`src/rtl/ctrl_pipe_dec_pkg.sv`:
```
// Shared types for the RV32I control decoder and its E/M/W control pipeline.
package ctrl_pipe_dec_pkg;

    typedef enum logic [1:0] {
        ALU_ADD   = 2'b00,
        ALU_SUB   = 2'b01,
        ALU_RTYPE = 2'b10,
        ALU_ITYPE = 2'b11
    } alu_control_t;

    typedef enum logic [1:0] {
        RES_ALU = 2'b00,
        RES_MEM = 2'b01,
        RES_PC4 = 2'b10,
        RES_IMM = 2'b11
    } result_src_t;

    typedef enum logic [2:0] {
        IMM_I = 3'b000,
        IMM_S = 3'b001,
        IMM_B = 3'b010,
        IMM_J = 3'b011,
        IMM_U = 3'b100
    } imm_src_t;

    localparam logic [6:0] OP_LOAD   = 7'b0000011;
    localparam logic [6:0] OP_STORE  = 7'b0100011;
    localparam logic [6:0] OP_R      = 7'b0110011;
    localparam logic [6:0] OP_I      = 7'b0010011;
    localparam logic [6:0] OP_BRANCH = 7'b1100011;
    localparam logic [6:0] OP_JAL    = 7'b1101111;
    localparam logic [6:0] OP_JALR   = 7'b1100111;
    localparam logic [6:0] OP_LUI    = 7'b0110111;
    localparam logic [6:0] OP_AUIPC  = 7'b0010111;

    // E-stage control word; the immediate select is consumed in D only
    typedef struct packed {
        logic         valid;
        logic         reg_write;
        logic         mem_write;
        logic         branch;
        logic         jump;
        logic         jalr;
        logic         alu_src_a;
        logic         alu_src_b;
        result_src_t  result_src;
        alu_control_t alu_control;
        logic [2:0]   branch_type;
    } ctrl_word_t;

    typedef struct packed {
        logic        valid;
        logic        reg_write;
        logic        mem_write;
        result_src_t result_src;
    } mem_ctrl_t;

    typedef struct packed {
        logic        valid;
        logic        reg_write;
        result_src_t result_src;
    } wb_ctrl_t;

    function automatic ctrl_word_t ctrl_bubble();
        ctrl_word_t w;
        w             = '0;
        w.result_src  = RES_ALU;
        w.alu_control = ALU_ADD;
        return w;
    endfunction

endpackage

```
`src/rtl/ctrl_pipe_dec_rv32i_ctrl_dec.sv`:
```
// Combinational RV32I main decoder: opcode/funct3 to control word, immediate select and illegal flag.
module rv32i_ctrl_dec
    import ctrl_pipe_dec_pkg::*;
#(
    parameter bit BRANCH_EXT     = 1'b1,
    parameter bit ILLEGAL_DETECT = 1'b1
) (
    input  logic       i_valid,
    input  logic [6:0] i_op,
    input  logic [2:0] i_funct3,
    output ctrl_word_t o_ctrl,
    output imm_src_t   o_imm_src,
    output logic       o_illegal
);

    ctrl_word_t w_dec;
    imm_src_t   w_imm;
    logic       w_legal;

    always_comb begin
        w_dec   = ctrl_bubble();
        w_imm   = IMM_I;
        w_legal = 1'b1;
        case (i_op)
            OP_LOAD: begin
                w_dec.reg_write  = 1'b1;
                w_dec.alu_src_b  = 1'b1;
                w_dec.result_src = RES_MEM;
            end
            OP_STORE: begin
                w_dec.mem_write = 1'b1;
                w_dec.alu_src_b = 1'b1;
                w_imm           = IMM_S;
            end
            OP_R: begin
                w_dec.reg_write   = 1'b1;
                w_dec.alu_control = ALU_RTYPE;
            end
            OP_I: begin
                w_dec.reg_write   = 1'b1;
                w_dec.alu_src_b   = 1'b1;
                w_dec.alu_control = ALU_ITYPE;
            end
            OP_BRANCH: begin
                // funct3 010/011 are unassigned branch encodings
                if (i_funct3 == 3'b010 || i_funct3 == 3'b011 ||
                    (!BRANCH_EXT && i_funct3 != 3'b000)) begin
                    w_legal = 1'b0;
                end else begin
                    w_dec.branch      = 1'b1;
                    w_dec.alu_control = ALU_SUB;
                    w_dec.branch_type = i_funct3;
                    w_imm             = IMM_B;
                end
            end
            OP_JAL: begin
                w_dec.reg_write  = 1'b1;
                w_dec.jump       = 1'b1;
                w_dec.result_src = RES_PC4;
                w_imm            = IMM_J;
            end
            OP_JALR: begin
                if (i_funct3 != 3'b000) begin
                    w_legal = 1'b0;
                end else begin
                    w_dec.reg_write  = 1'b1;
                    w_dec.jump       = 1'b1;
                    w_dec.jalr       = 1'b1;
                    w_dec.alu_src_b  = 1'b1;
                    w_dec.result_src = RES_PC4;
                end
            end
            OP_LUI: begin
                w_dec.reg_write  = 1'b1;
                w_dec.alu_src_b  = 1'b1;
                w_dec.result_src = RES_IMM;
                w_imm            = IMM_U;
            end
            OP_AUIPC: begin
                w_dec.reg_write = 1'b1;
                w_dec.alu_src_a = 1'b1;
                w_dec.alu_src_b = 1'b1;
                w_imm           = IMM_U;
            end
            default: w_legal = 1'b0;
        endcase
    end

    always_comb begin
        o_ctrl    = ctrl_bubble();
        o_imm_src = IMM_I;
        if (i_valid && w_legal) begin
            o_ctrl       = w_dec;
            o_ctrl.valid = 1'b1;
            o_imm_src    = w_imm;
        end
    end

    assign o_illegal = ILLEGAL_DETECT ? (i_valid & ~w_legal) : 1'b0;

endmodule

```
`src/rtl/ctrl_pipe_dec.sv`:
```
// RV32I control decode in D, carried through E/M/W registers with stall/flush, plus saturating illegal-op counter.
module ctrl_pipe_dec
    import ctrl_pipe_dec_pkg::*;
#(
    parameter bit          BRANCH_EXT     = 1'b1,
    parameter bit          ILLEGAL_DETECT = 1'b1,
    parameter int unsigned ILL_CNT_W      = 8
) (
    input  logic                 clk,
    input  logic                 reset,
    input  logic                 valid_d,
    input  logic [6:0]           op_d,
    input  logic [2:0]           funct3_d,
    input  logic                 stall_e,
    input  logic                 flush_e,
    input  logic                 flush_m,
    output logic [2:0]           imm_src_d,
    output logic                 illegal_d,
    output logic                 reg_write_e,
    output logic                 mem_write_e,
    output logic                 branch_e,
    output logic                 jump_e,
    output logic                 jalr_e,
    output logic                 alu_src_a_e,
    output logic                 alu_src_b_e,
    output logic [1:0]           result_src_e,
    output alu_control_t         alu_control_e,
    output logic [2:0]           branch_type_e,
    output logic                 valid_e,
    output logic                 valid_m,
    output logic                 valid_w,
    output logic                 reg_write_m,
    output logic                 mem_write_m,
    output logic [1:0]           result_src_m,
    output logic                 reg_write_w,
    output logic [1:0]           result_src_w,
    output logic [ILL_CNT_W-1:0] illegal_cnt,
    output logic                 illegal_seen
);

    ctrl_word_t           w_ctrl_d;
    imm_src_t             w_imm_src;
    logic                 w_illegal;
    logic                 w_cnt_inc;
    ctrl_word_t           r_ctrl_e;
    mem_ctrl_t            r_ctrl_m;
    wb_ctrl_t             r_ctrl_w;
    logic [ILL_CNT_W-1:0] r_cnt;
    logic                 r_seen;

    rv32i_ctrl_dec #(
        .BRANCH_EXT     (BRANCH_EXT),
        .ILLEGAL_DETECT (ILLEGAL_DETECT)
    ) u_dec (
        .i_valid   (valid_d),
        .i_op      (op_d),
        .i_funct3  (funct3_d),
        .o_ctrl    (w_ctrl_d),
        .o_imm_src (w_imm_src),
        .o_illegal (w_illegal)
    );

    assign imm_src_d = w_imm_src;
    assign illegal_d = w_illegal;
    // Only words actually accepted into E are counted
    assign w_cnt_inc = w_illegal & ~stall_e & ~flush_e;

    always_ff @(posedge clk or posedge reset) begin
        if (reset) begin
            r_ctrl_e <= ctrl_bubble();
        end else if (flush_e) begin
            r_ctrl_e <= ctrl_bubble();
        end else if (!stall_e) begin
            r_ctrl_e <= w_ctrl_d;
        end
    end

    always_ff @(posedge clk or posedge reset) begin
        if (reset) begin
            r_ctrl_m <= '0;
        end else if (flush_m) begin
            r_ctrl_m <= '0;
        end else begin
            r_ctrl_m.valid      <= r_ctrl_e.valid;
            r_ctrl_m.reg_write  <= r_ctrl_e.reg_write;
            r_ctrl_m.mem_write  <= r_ctrl_e.mem_write;
            r_ctrl_m.result_src <= r_ctrl_e.result_src;
        end
    end

    always_ff @(posedge clk or posedge reset) begin
        if (reset) begin
            r_ctrl_w <= '0;
        end else begin
            r_ctrl_w.valid      <= r_ctrl_m.valid;
            r_ctrl_w.reg_write  <= r_ctrl_m.reg_write;
            r_ctrl_w.result_src <= r_ctrl_m.result_src;
        end
    end

    always_ff @(posedge clk or posedge reset) begin
        if (reset) begin
            r_cnt  <= '0;
            r_seen <= 1'b0;
        end else if (w_cnt_inc) begin
            r_seen <= 1'b1;
            if (r_cnt != {ILL_CNT_W{1'b1}}) begin
                r_cnt <= r_cnt + {{(ILL_CNT_W-1){1'b0}}, 1'b1};
            end
        end
    end

    assign valid_e       = r_ctrl_e.valid;
    assign reg_write_e   = r_ctrl_e.reg_write;
    assign mem_write_e   = r_ctrl_e.mem_write;
    assign branch_e      = r_ctrl_e.branch;
    assign jump_e        = r_ctrl_e.jump;
    assign jalr_e        = r_ctrl_e.jalr;
    assign alu_src_a_e   = r_ctrl_e.alu_src_a;
    assign alu_src_b_e   = r_ctrl_e.alu_src_b;
    assign result_src_e  = r_ctrl_e.result_src;
    assign alu_control_e = r_ctrl_e.alu_control;
    assign branch_type_e = r_ctrl_e.branch_type;

    assign valid_m       = r_ctrl_m.valid;
    assign reg_write_m   = r_ctrl_m.reg_write;
    assign mem_write_m   = r_ctrl_m.mem_write;
    assign result_src_m  = r_ctrl_m.result_src;

    assign valid_w       = r_ctrl_w.valid;
    assign reg_write_w   = r_ctrl_w.reg_write;
    assign result_src_w  = r_ctrl_w.result_src;

    assign illegal_cnt   = r_cnt;
    assign illegal_seen  = r_seen;

endmodule

```
`config.mk`:
```
export PLATFORM = sky130hd
export DESIGN_NAME = ctrl_pipe_dec
export DESIGN_NICKNAME = d
export VERILOG_FILES = /design/src/rtl/ctrl_pipe_dec_pkg.sv /design/src/rtl/ctrl_pipe_dec_rv32i_ctrl_dec.sv /design/src/rtl/ctrl_pipe_dec.sv
export SDC_FILE = /design/constraint.sdc
export NUM_CORES = 1
export LEC_CHECK = 0
export ABC_CLOCK_PERIOD_IN_PS = 1400
export CAP_MARGIN = 30
export CORE_MARGIN = 2
export CORE_UTILIZATION = 42
export DETAILED_ROUTE_END_ITERATION = 6
export PLACE_DENSITY_LB_ADDON = 0.12
export SYNTH_ARGS = -nofsm -noshare
export SYNTH_HDL_FRONTEND = slang
export SYNTH_HIERARCHICAL = 1
export SYNTH_SLANG_ARGS = --single-unit
```
`constraint.sdc`:
```
create_clock -name clk -period 1.4 [get_ports clk]
set_input_delay 0.28 -clock clk [delete_from_list [all_inputs] [get_ports clk]]
set_output_delay 0.28 -clock clk [all_outputs]
set_load 0.01 [all_outputs]
```
==> metrics <==
status=finished, violations left; failing checks=setup timing; Crit Path Category=input port to flip-flop; Crit Reg-Reg Endpoint=illegal_cnt[5]; Hold Crit Class=input port to asynchronous set/reset pin; fin. max-slew vios=0; clk slew on worst S/H paths=~70 ps; Reg-to-Reg Start=illegal_cnt[5]; initial antenna violation count=0; CTS max path bufs=2; number of flops mapped to enable cells by yosys=0; buffer and inverter count on the worst path=3; Root Buffer=clkbuf_8; first-pass GRT wire length=between 7 and 8 mm; # rows=23; grt total ovfl=0; final-report hold violation count=0; CORE AREA=4000 µm²; Cells after DPL=300; Worst Path Required=about 1600 ps; Die ar.=4680 µm²; first-pass iteration count of the detailed router=4; maximum vdd drop=0.624 mV; TritonCTS clock tree=built; end point of the critical path=illegal_cnt[7]; Syn Nets=about 190; # setup viols final=12; worst skew pair latency=between 200 and 300 ps; antenna-violating nets left=0; maxcap violations=0; sequential area share after synthesis=47.3%; P_leak=between 1 and 1.5 nW; antenna diode instance count=0; total track usage=22.4%; R2R depth=5; clk_skew=6.89 ps; IO buf count=52; clock sink total=33; Top delay family on crit path=simple AND/OR/NAND/NOR gates; ys flop type=dfrtp_1; synthesized area=1740 µm²; largest net degree at the start of global routing=34; number of global-route vias before repair=approximately 1600; crit path launch=op_d[6]; Synth warnings=6; R2R setup slack=-90 ps; relative slew slack=roughly 77%; Synth Instances=170; fmax=around 0.49 GHz; post-route setup slack=-637 ps; Worst setup SP type=input port; io pins=53; synth-to-layout area growth=67.5%; Final nets=between 200 and 300; fin crit share=145%; 1st-iter DRT viols=95; Yosys top cell area share=47.3%; Synth area leaders=dfrtp_1 47%, mux2i_1 8.6%, nor2_1 5.4%; count leader, synth=dfrtp_1; P per Cell Area=951 nW/µm²; GPL Wtd Cong=approximately 1.0; via/cell ratio=between 5 and 6; Worst-Margin Slew=339 ps; proportion of layout cells with a drive suffix above 1=about two fifths; Yosys top cell by area=dfrtp_1; crit path DAT=2210 ps; drt drc=0; fill cell count=between 200 and 300; CP Depth=11; RSZ-0062 raised after global routing=true; Mapped Avg Cell Area=approximately 10 µm²; hold buffer count at cts=0; fin util=73.0%; Min Clock Period, post-route=about 2000 ps; Num CTS Buffers=5; post-detail-place hpwl=3.35 mm; Crit Path Max Fanout=5; die width=approximately 68 µm; average wire per standard cell=between 15 and 20 µm; ys async rst share=100%; synth cell count leaders=33 x dfrtp_1, 25 x nor2_1, 15 x mux2i_1; cell chain of the critical path=buf_8, buf_6, nand2b_4, o22ai_2, o2111ai_2, o311a_1, buf_4, nor3b_4, nand4_1, nor3_2, mux2_4; H-Tree Depth=2; routed vias=1688; slowest stage cell, crit path=mux2_4; Netlist cell types=between 40 and 50; DIE HEIGHT=68.4 µm; #FFs+latches synth=33; hold slack=339 ps; routed wire length=~5 mm; Final Non-Filler Cells=approximately 320; critical path endpoint category=flip-flop; CP max stage delay=between 300 and 400 ps; Starting Density=~44%
==> how the worst min path moves through the flow <==
stage / start / endpoint / slack (ps) / cells past startpoint
after floorplan: flush_m / mem_write_m / 350 / 1
after global placement: reg_write_m / reg_write_w / 360 / 0
after detailed placement: valid_m / valid_w / 370 / 0
after CTS: reset / illegal_cnt[7] / 350 / 3
after global routing: reset / illegal_cnt[7] / 360 / 3
final: reset / illegal_cnt[7] / 340 / 3
==> metal layers <==
| layer | global-route usage [%] | part of all wire [%] | vias to the layer above |
|---|---|---|---|
| li1 | - | - | 798 |
| met1 | 26.0 | 40 | 816 |
| met2 | 39.2 | 52 | 62 |
| met3 | 4.77 | 5.5 | 12 |
| met4 | 10.3 | 2.0 | 0 |
| met5 | 0 | 0 | - |
==> state kept, by name (all words and copies together) (netlist names), 2 cells and up <==
signal         flops
alu_control_e      2
result_src_m       2
result_src_e       2
illegal_cnt        8
result_src_w       2
branch_type_e      3
==> final cells by class <==
| type | instances | area, µm² | share of cell area, % |
|---|---|---|---|
| multi-input cells | 121 | 970 | 33.2 |
| repair buffers | 107 | 928 | 31.8 |
| flip-flops and latches | 33 | 826 | 28.3 |
| clock buffers | 7 | 86.3 | 2.96 |
| well taps | 50 | 62.6 | 2.14 |
| clock inverters | 1 | 30.0 | 1.03 |
| inverters | 5 | 18.8 | 0.642 |
==> power by group <==
group	switching [mW]	leakage [nW]	internal (mW)
combinational	0.372	0.986	0.411
clock	0.342	0.0585	0.580
sequential	0.0494	0.443	1.02
==> cells by family after synthesis <==
logic type	share of synthesized area, %
AO/OA/AOI/OAI	7.82
XOR/XNOR	1.51
adder cells (fa/ha/maj)	0.717
buffers and inverters	6.03
flip-flops	47.3
multiplexers	10.5
AND/OR/NAND/NOR	26.0
==> timing repair <==
action                                  4_1_cts  5_1_grt
setup buffers                                19        5
resized for setup                           130       15
hold endpoints to repair                      0        0
endpoints found under the setup margin       60       19
pin swaps                                    24       10
==> through the flow <==
stage                     cell area, µm²  total power [mW]  setup TNS, ps  worst slack, ps
final                               2920              2.78          -5110             -637
after global routing                2920              2.91          -5830             -732
after CTS                           2840              2.73          -4710             -534
after detailed placement            2580              1.76         -22680            -1350
after global placement              2580              1.74         -20630            -1180
after floorplan                     1810              1.40          -4110             -736
==> layout by cell type (no fill, tap or decap), types with 3 or more instances in the layout <==
cell type        Yosys  layout
nand2_1             11      11
clkbuf_8             0       6
dlygate4sd2_1        0      32
nand3_1              3       3
buf_4                3      48
buf_8                0       5
inv_1                5       5
clkdlybuf4s50_1      0       4
nor2_1              25      21
nor2b_1              6       5
nand4_1              3       3
dfrtp_1             33      33
buf_6                4       9
xnor2_1              3       3
buf_2                3       6
o21ai_0              3       3
mux2i_1             15      15
nor3_1               7       4
nor3_4               0       3
==> worst register-to-register path, delay by kind of cell, from the launching register on <==
kind	cells	cell delay, ps
AOI/OAI and AO/OA	1	110
buffers and inverters	1	160
DFF	1	380
muxes	1	310
and+or+nand+nor	2	400
Power figures use the tool's default switching activity.
